<file path="src/rtl/fetch_unit.sv">
// fetch_unit: instruction fetch stage between the program sequencer and decode.
// Issues one instruction-memory request at a time, queues returned words with
// their PCs in a DEPTH-entry FIFO, and discards stale fetches on a flush.
// Optional feature macro: FETCH_BYPASS_EN (response bypass into an empty queue).
module fetch_unit #(
    parameter int DEPTH  = 2,
    parameter int ADDR_W = 32,
    parameter int DATA_W = 32
) (
    input  logic              clk,
    input  logic              rst,
    input  logic [ADDR_W-1:0] pc_in,
    input  logic              pc_valid,
    output logic              pc_ready,
    input  logic              flush,
    output logic              mem_req,
    output logic [ADDR_W-1:0] mem_addr,
    input  logic              mem_gnt,
    input  logic              mem_rvalid,
    input  logic [DATA_W-1:0] mem_rdata,
    output logic              instr_valid,
    output logic [DATA_W-1:0] instr,
    output logic [ADDR_W-1:0] instr_pc,
    input  logic              instr_ready
);

    localparam int PTR_W = (DEPTH > 1) ? $clog2(DEPTH) : 1;
    localparam int CNT_W = PTR_W + 1;

    typedef enum logic [1:0] {
        IDLE,
        REQ,
        RESP,
        DISCARD
    } state_t;

    state_t            state;
    logic [ADDR_W-1:0] addr_q;

    logic [DATA_W-1:0] q_data [DEPTH];
    logic [ADDR_W-1:0] q_pc   [DEPTH];
    logic [PTR_W-1:0]  rd_ptr;
    logic [PTR_W-1:0]  wr_ptr;
    logic [CNT_W-1:0]  count;

    logic accept;
    logic resp_ok;
    logic push;
    logic pop;
    logic q_nonempty;

    assign q_nonempty = (count != '0);
    assign mem_addr   = addr_q;
    assign pc_ready   = accept;

    // Fetch acceptance and queue handshake decode
    always_comb begin
        // In IDLE nothing is in flight, so the space rule reduces to count < DEPTH.
        accept   = (state == IDLE) && pc_valid && !flush && !rst
                   && (count < CNT_W'(DEPTH));
        resp_ok  = (state == RESP) && mem_rvalid && !flush;
        pop      = q_nonempty && instr_ready;
`ifdef FETCH_BYPASS_EN
        // An empty queue lets the arriving word go straight to decode; if it is
        // taken this cycle it never occupies a queue slot.
        push     = resp_ok && !(!q_nonempty && instr_ready);
        if (!q_nonempty && resp_ok) begin
            instr_valid = 1'b1;
            instr       = mem_rdata;
            instr_pc    = addr_q;
        end else begin
            instr_valid = q_nonempty;
            instr       = q_data[rd_ptr];
            instr_pc    = q_pc[rd_ptr];
        end
`else
        push        = resp_ok;
        instr_valid = q_nonempty;
        instr       = q_data[rd_ptr];
        instr_pc    = q_pc[rd_ptr];
`endif
    end

    // Fetch FSM: one outstanding request, flush drops or discards it
    always_ff @(posedge clk) begin
        if (rst) begin
            state   <= IDLE;
            mem_req <= 1'b0;
            addr_q  <= '0;
        end else begin
            case (state)
                IDLE: begin
                    if (accept) begin
                        addr_q  <= pc_in;
                        mem_req <= 1'b1;
                        state   <= REQ;
                    end
                end
                REQ: begin
                    if (mem_gnt) begin
                        mem_req <= 1'b0;
                        state   <= flush ? DISCARD : RESP;
                    end else if (flush) begin
                        mem_req <= 1'b0;
                        state   <= IDLE;
                    end
                end
                RESP: begin
                    if (mem_rvalid) begin
                        state <= IDLE;
                    end else if (flush) begin
                        state <= DISCARD;
                    end
                end
                DISCARD: begin
                    if (mem_rvalid) begin
                        state <= IDLE;
                    end
                end
                default: begin
                    state   <= IDLE;
                    mem_req <= 1'b0;
                end
            endcase
        end
    end

    // Queue pointers and occupancy; flush empties the queue outright
    always_ff @(posedge clk) begin
        if (rst || flush) begin
            rd_ptr <= '0;
            wr_ptr <= '0;
            count  <= '0;
        end else begin
            if (push) begin
                wr_ptr <= wr_ptr + PTR_W'(1);
            end
            if (pop) begin
                rd_ptr <= rd_ptr + PTR_W'(1);
            end
            case ({push, pop})
                2'b10:   count <= count + CNT_W'(1);
                2'b01:   count <= count - CNT_W'(1);
                default: count <= count;
            endcase
        end
    end

    // Queue storage: entry holds the fetched word and its PC
    always_ff @(posedge clk) begin
        if (rst) begin
            for (int unsigned i = 0; i < DEPTH; i++) begin
                q_data[i] <= '0;
                q_pc[i]   <= '0;
            end
        end else if (push) begin
            q_data[wr_ptr] <= mem_rdata;
            q_pc[wr_ptr]   <= addr_q;
        end
    end

endmodule
</file>
<file path="config.mk">
export PLATFORM = sky130hd
export DESIGN_NAME = fetch_unit
export DESIGN_NICKNAME = d
export VERILOG_FILES = /design/src/rtl/fetch_unit.sv
export SDC_FILE = /design/constraint.sdc
export NUM_CORES = 1
export LEC_CHECK = 0
export ABC_AREA = 1
export CORE_MARGIN = 2
export CORE_UTILIZATION = 50
export DETAILED_ROUTE_END_ITERATION = 7
export GPL_ROUTABILITY_DRIVEN = 1
export PLACE_DENSITY = 0.77
export SYNTH_ARGS = -nofsm -noshare
export SYNTH_HDL_FRONTEND = slang
export SYNTH_SLANG_ARGS = --single-unit
</file>
<file path="constraint.sdc">
create_clock -name clk -period 4.8 [get_ports clk]
set_clock_uncertainty 0.2 [all_clocks]
set_input_delay 1.2 -clock clk [delete_from_list [all_inputs] [get_ports clk]]
set_output_delay 1.2 -clock clk [all_outputs]
set_load 0.005 [all_outputs]
</file>
==> reports/qor.csv <==
stage,metric,value,unit
status,outcome,completed,
power_and_ir_drop,power.share.sequential,49.8,%
power_and_ir_drop,combPwrFrac,13.3,%
yosys,synthMuxAreaShare,10.11,%
sta,slew_headroom,30.89,%
layout,syn_to_final_growth,32.88,%
yosys,synth_top_family_by_area,simple AND/OR/NAND/NOR gates,
die,die_x,123.4,um
cts,cts_tree,built,
route,via_count,4891,
power_and_ir_drop,p_switching,0.0007879,W
placement,gp_congestion,0.8447,
cts,cts.path.max_buffers,2,
sta,rsz0062_at_grt,no,
cts,cts_setup_buffers,0,
power_and_ir_drop,p_clk_share,37.0,%
worst_setup_path,crit_top_cell,clkdlybuf4s50_1,
grt,antenna_found_initial,0,
yosys,ys_warn_count,0,
power_and_ir_drop,switching_share,22.99,%
placement,pre_cts_ws,0.7416,ns
placement,dp.cells,939,
worst_setup_path,crit_path_max_fanout,7,
grt,grt_start_max_net_pins,65,
power_and_ir_drop,p_leak,3.601,nW
sta,worst_pin_slew,1.037,ns
yosys,synth-seq-cells,168,
route,via_per_inst,5.037,
grt,grt_pass1_wl,23740,um
sta,fin_crit_sh,84.96,%
die,design.die.area,0.01524,mm2
sta,max_freq,245.2,MHz
worst_setup_path,worst-setup-path-type,input pin to output pin,
worst_setup_path,worst_r2r_endpoint,q_pc[0][27]$_SDFFCE_PN0P_,
worst_setup_path,critPathCaptureType,output pin,
yosys,synthAdderAreaFrac,0.1754,%
yosys,postSynthCellCount,613,
layout,num_antenna_cells,0,
die,io-pin-count,170,
worst_setup_path,cpPeakStageDelay,0.54,ns
yosys,syn_area,0.007132,mm2
sta,timing.setup.tns,0,ns
worst_setup_path,path_cells,clkdlybuf4s50_1 -> nor2_4 -> nand4_2 -> inv_2 -> clkdlybuf4s50_1,
layout,fin_nets,850,
worst_setup_path,crit_arrival,2.68,ns
cts,cts.hold.buffers_added,0,
placement,dp_hpwl,9599,um
yosys,synth_nets,685,
yosys,yosys.cell_types.count,24,
yosys,syn_avg_cell_area,11.63,um2
cts,clkTransAtPathRegs,0.06,ns
worst_setup_path,required,3.40,ns
route,dr.pass1.iters,6,
layout,drive_above_1_share,19.72,%
grt,grt_pass1_vias,4986,
cts,cts_resized,0,
sta,hold_viol,0,
sta,period_needed,4.078,ns
layout,stdcell_count,971,
placement,portBuffers,169,
power_and_ir_drop,p_int,0.002640,W
layout,multiInputGateArea,0.002002,mm2
worst_hold_path,hold_class,flip-flop to flip-flop,
yosys,ys_seq_area_share,65.12,%
worst_setup_path,startpoint_type,input pin,
route,final_antenna_net_count,0,
route,wirelength,15250,um
route,avgRoutedWirePerCell,15.71,um
worst_setup_path,r2r_setup_slack,2.49,ns
power_and_ir_drop,power_per_cell_area,361.7,mW/mm2
power_and_ir_drop,ir_drop,0.2421,mV
grt,grt_usage,20.55,%
route,drc_errors,0,
die,fp-row-count,43,
die,start_util,51.38,%
cts,cts.sinks,168,
layout,nFillCells,1003,
die,dieHeight,123.4,um
grt,grt_overflow_total,0,
sta,setup_violations,0,
cts,cts-root-buf,clkbuf_16,
worst_hold_path,hp-start,rd_ptr$_SDFFE_PP0P_,
worst_hold_path,hold_depth,1,
route,first_iter_violations,398,
yosys,synth_compound_area_share,3.298,%
cts,cts-htree-levels,4,
sta,slew_violations,0,
sta,fin_ws,0.7220,ns
cts,worstSkewPairLatency,0.41,ns
yosys,synthSimpleGateAreaFrac,14.21,%
worst_setup_path,reg2reg_depth,6,
flow_run,max-cap-violations,0,
layout,fin_util,68.27,%
die,coreArea,0.01388,mm2
layout,seqCellArea,0.004646,mm2
worst_setup_path,crit_slowest_cell,clkdlybuf4s50_1,
cts,cts_made_buffers,17,
worst_setup_path,r2r_start,state[0]$_SDFFE_PP0P_,
yosys,synth_xor_xnor_area_share,0,%
-- power groups by stage --
stage	logic, W	registers (W)	clock network (W)
floorplan	0.000212	0.00173	0
global placement	0.000439	0.00173	0
detailed placement	0.000451	0.00174	0
CTS	0.000455	0.00171	0.00129
global route	0.000497	0.00172	0.00135
finish	0.000454	0.00171	0.00127
-- cell usage after synthesis, drive strengths merged --
cell / count / share of area [%]
nor2: 198 / 12
edfxtp: 128 / 54
inv: 77 / 4.1
mux2: 64 / 10
dfxtp: 40 / 11
o21ai: 37 / 2.6
buf: 24 / 2.7
nand2: 16 / 0.84
nand3: 8 / 0.63
a21oi: 7 / 0.49
clkbuf: 6 / 0.32
nand4: 4 / 0.44
o21a: 2 / 0.21
and2: 1 / 0.088
ha: 1 / 0.18
-- final cells by class --
cell class / count / area share (%)
clock inverter: 12 / 1.149
tap: 180 / 2.377
inverter: 77 / 3.050
multi-input combinational: 338 / 21.12
clock buffer: 20 / 4.608
sequential: 168 / 49.02
timing repair buffer: 176 / 18.67
-- cells by family (layout without fill, tap and decap cells) --
kind of cell | after synthesis | after routing
DFF | 168 | 168
buffers and inverters | 107 | 285
adders and majority gates | 1 | 1
and+or+nand+nor | 227 | 227
AOI/OAI and AO/OA | 46 | 46
muxes | 64 | 64
-- per-stage QoR --
| stage | hold slack (ns) | instance area [um2] | total power [W] |
|---|---|---|---|
| 4_1_cts | 0.2622 | 9477 | 0.003450 |
| 2_1_floorplan | 0.2255 | 7132 | 0.001938 |
| 5_1_grt | 0.3167 | 9477 | 0.003559 |
| 6_report | 0.2704 | 9477 | 0.003427 |
| 3_3_place_gp | 0.2380 | 8931 | 0.002169 |
| 3_5_place_dp | 0.2442 | 8931 | 0.002186 |
-- worst max-delay path: cells and delay by family --
| family | cells | cell delay [ns] |
|---|---|---|
| AND/OR/NAND/NOR | 2 | 0.37 |
| buffers and inverters | 3 | 1.10 |
-- state kept, by name, indices dropped and copies added, names as in the netlist, named ones only --
signal / cells
q_data: 64
q_pc: 64
mem_addr: 32
count: 2
state: 2
mem_req: 1
rd_ptr: 1
wr_ptr: 1
-- layout by cell type (no fill, tap or decap) --
master | Yosys | routed
nand3_1 | 7 | 6
dfxtp_2 | 0 | 1
and2_1 | 1 | 1
nand4_1 | 3 | 3
nand3_2 | 1 | 2
nand2_1 | 16 | 14
edfxtp_1 | 128 | 128
dfxtp_1 | 40 | 39
nor2_2 | 48 | 48
nand2_4 | 0 | 2
nand4_2 | 1 | 1
clkinv_1 | 0 | 3
ha_1 | 1 | 1
nor2_4 | 1 | 1
o21ai_1 | 29 | 29
mux2_2 | 64 | 64
buf_4 | 5 | 5
o21ai_0 | 8 | 8
clkinvlp_4 | 0 | 1
a21oi_1 | 7 | 7
inv_1 | 73 | 73
nor2_1 | 149 | 149
buf_12 | 0 | 2
clkbuf_1 | 6 | 3
o21a_1 | 2 | 2
clkbuf_16 | 0 | 17
clkinv_2 | 0 | 6
bufinv_16 | 0 | 2
inv_2 | 4 | 4
clkdlybuf4s50_1 | 0 | 169
-- routing by layer --
metal	track usage [%]	vias up	routed length (um)
met5	0	-	0
met1	26.42	2334	6623
li1	-	2343	-
met4	7.031	0	237
met2	32.93	189	7086
met3	6.596	25	1306
-- how the worst max path moves through the flow --
stage | to | cells after the start | slack, ns | from
CTS | pc_ready | 5 | 0.73 | rst
floorplan | q_data[0][0]$_SDFFCE_PN0P_ | 6 | 1.02 | mem_rvalid
finish | pc_ready | 5 | 0.72 | rst
global route | pc_ready | 5 | 0.65 | rst
global placement | pc_ready | 5 | 0.80 | flush
detailed placement | pc_ready | 5 | 0.74 | rst
No activity file was read; power rests on OpenSTA's default activity.
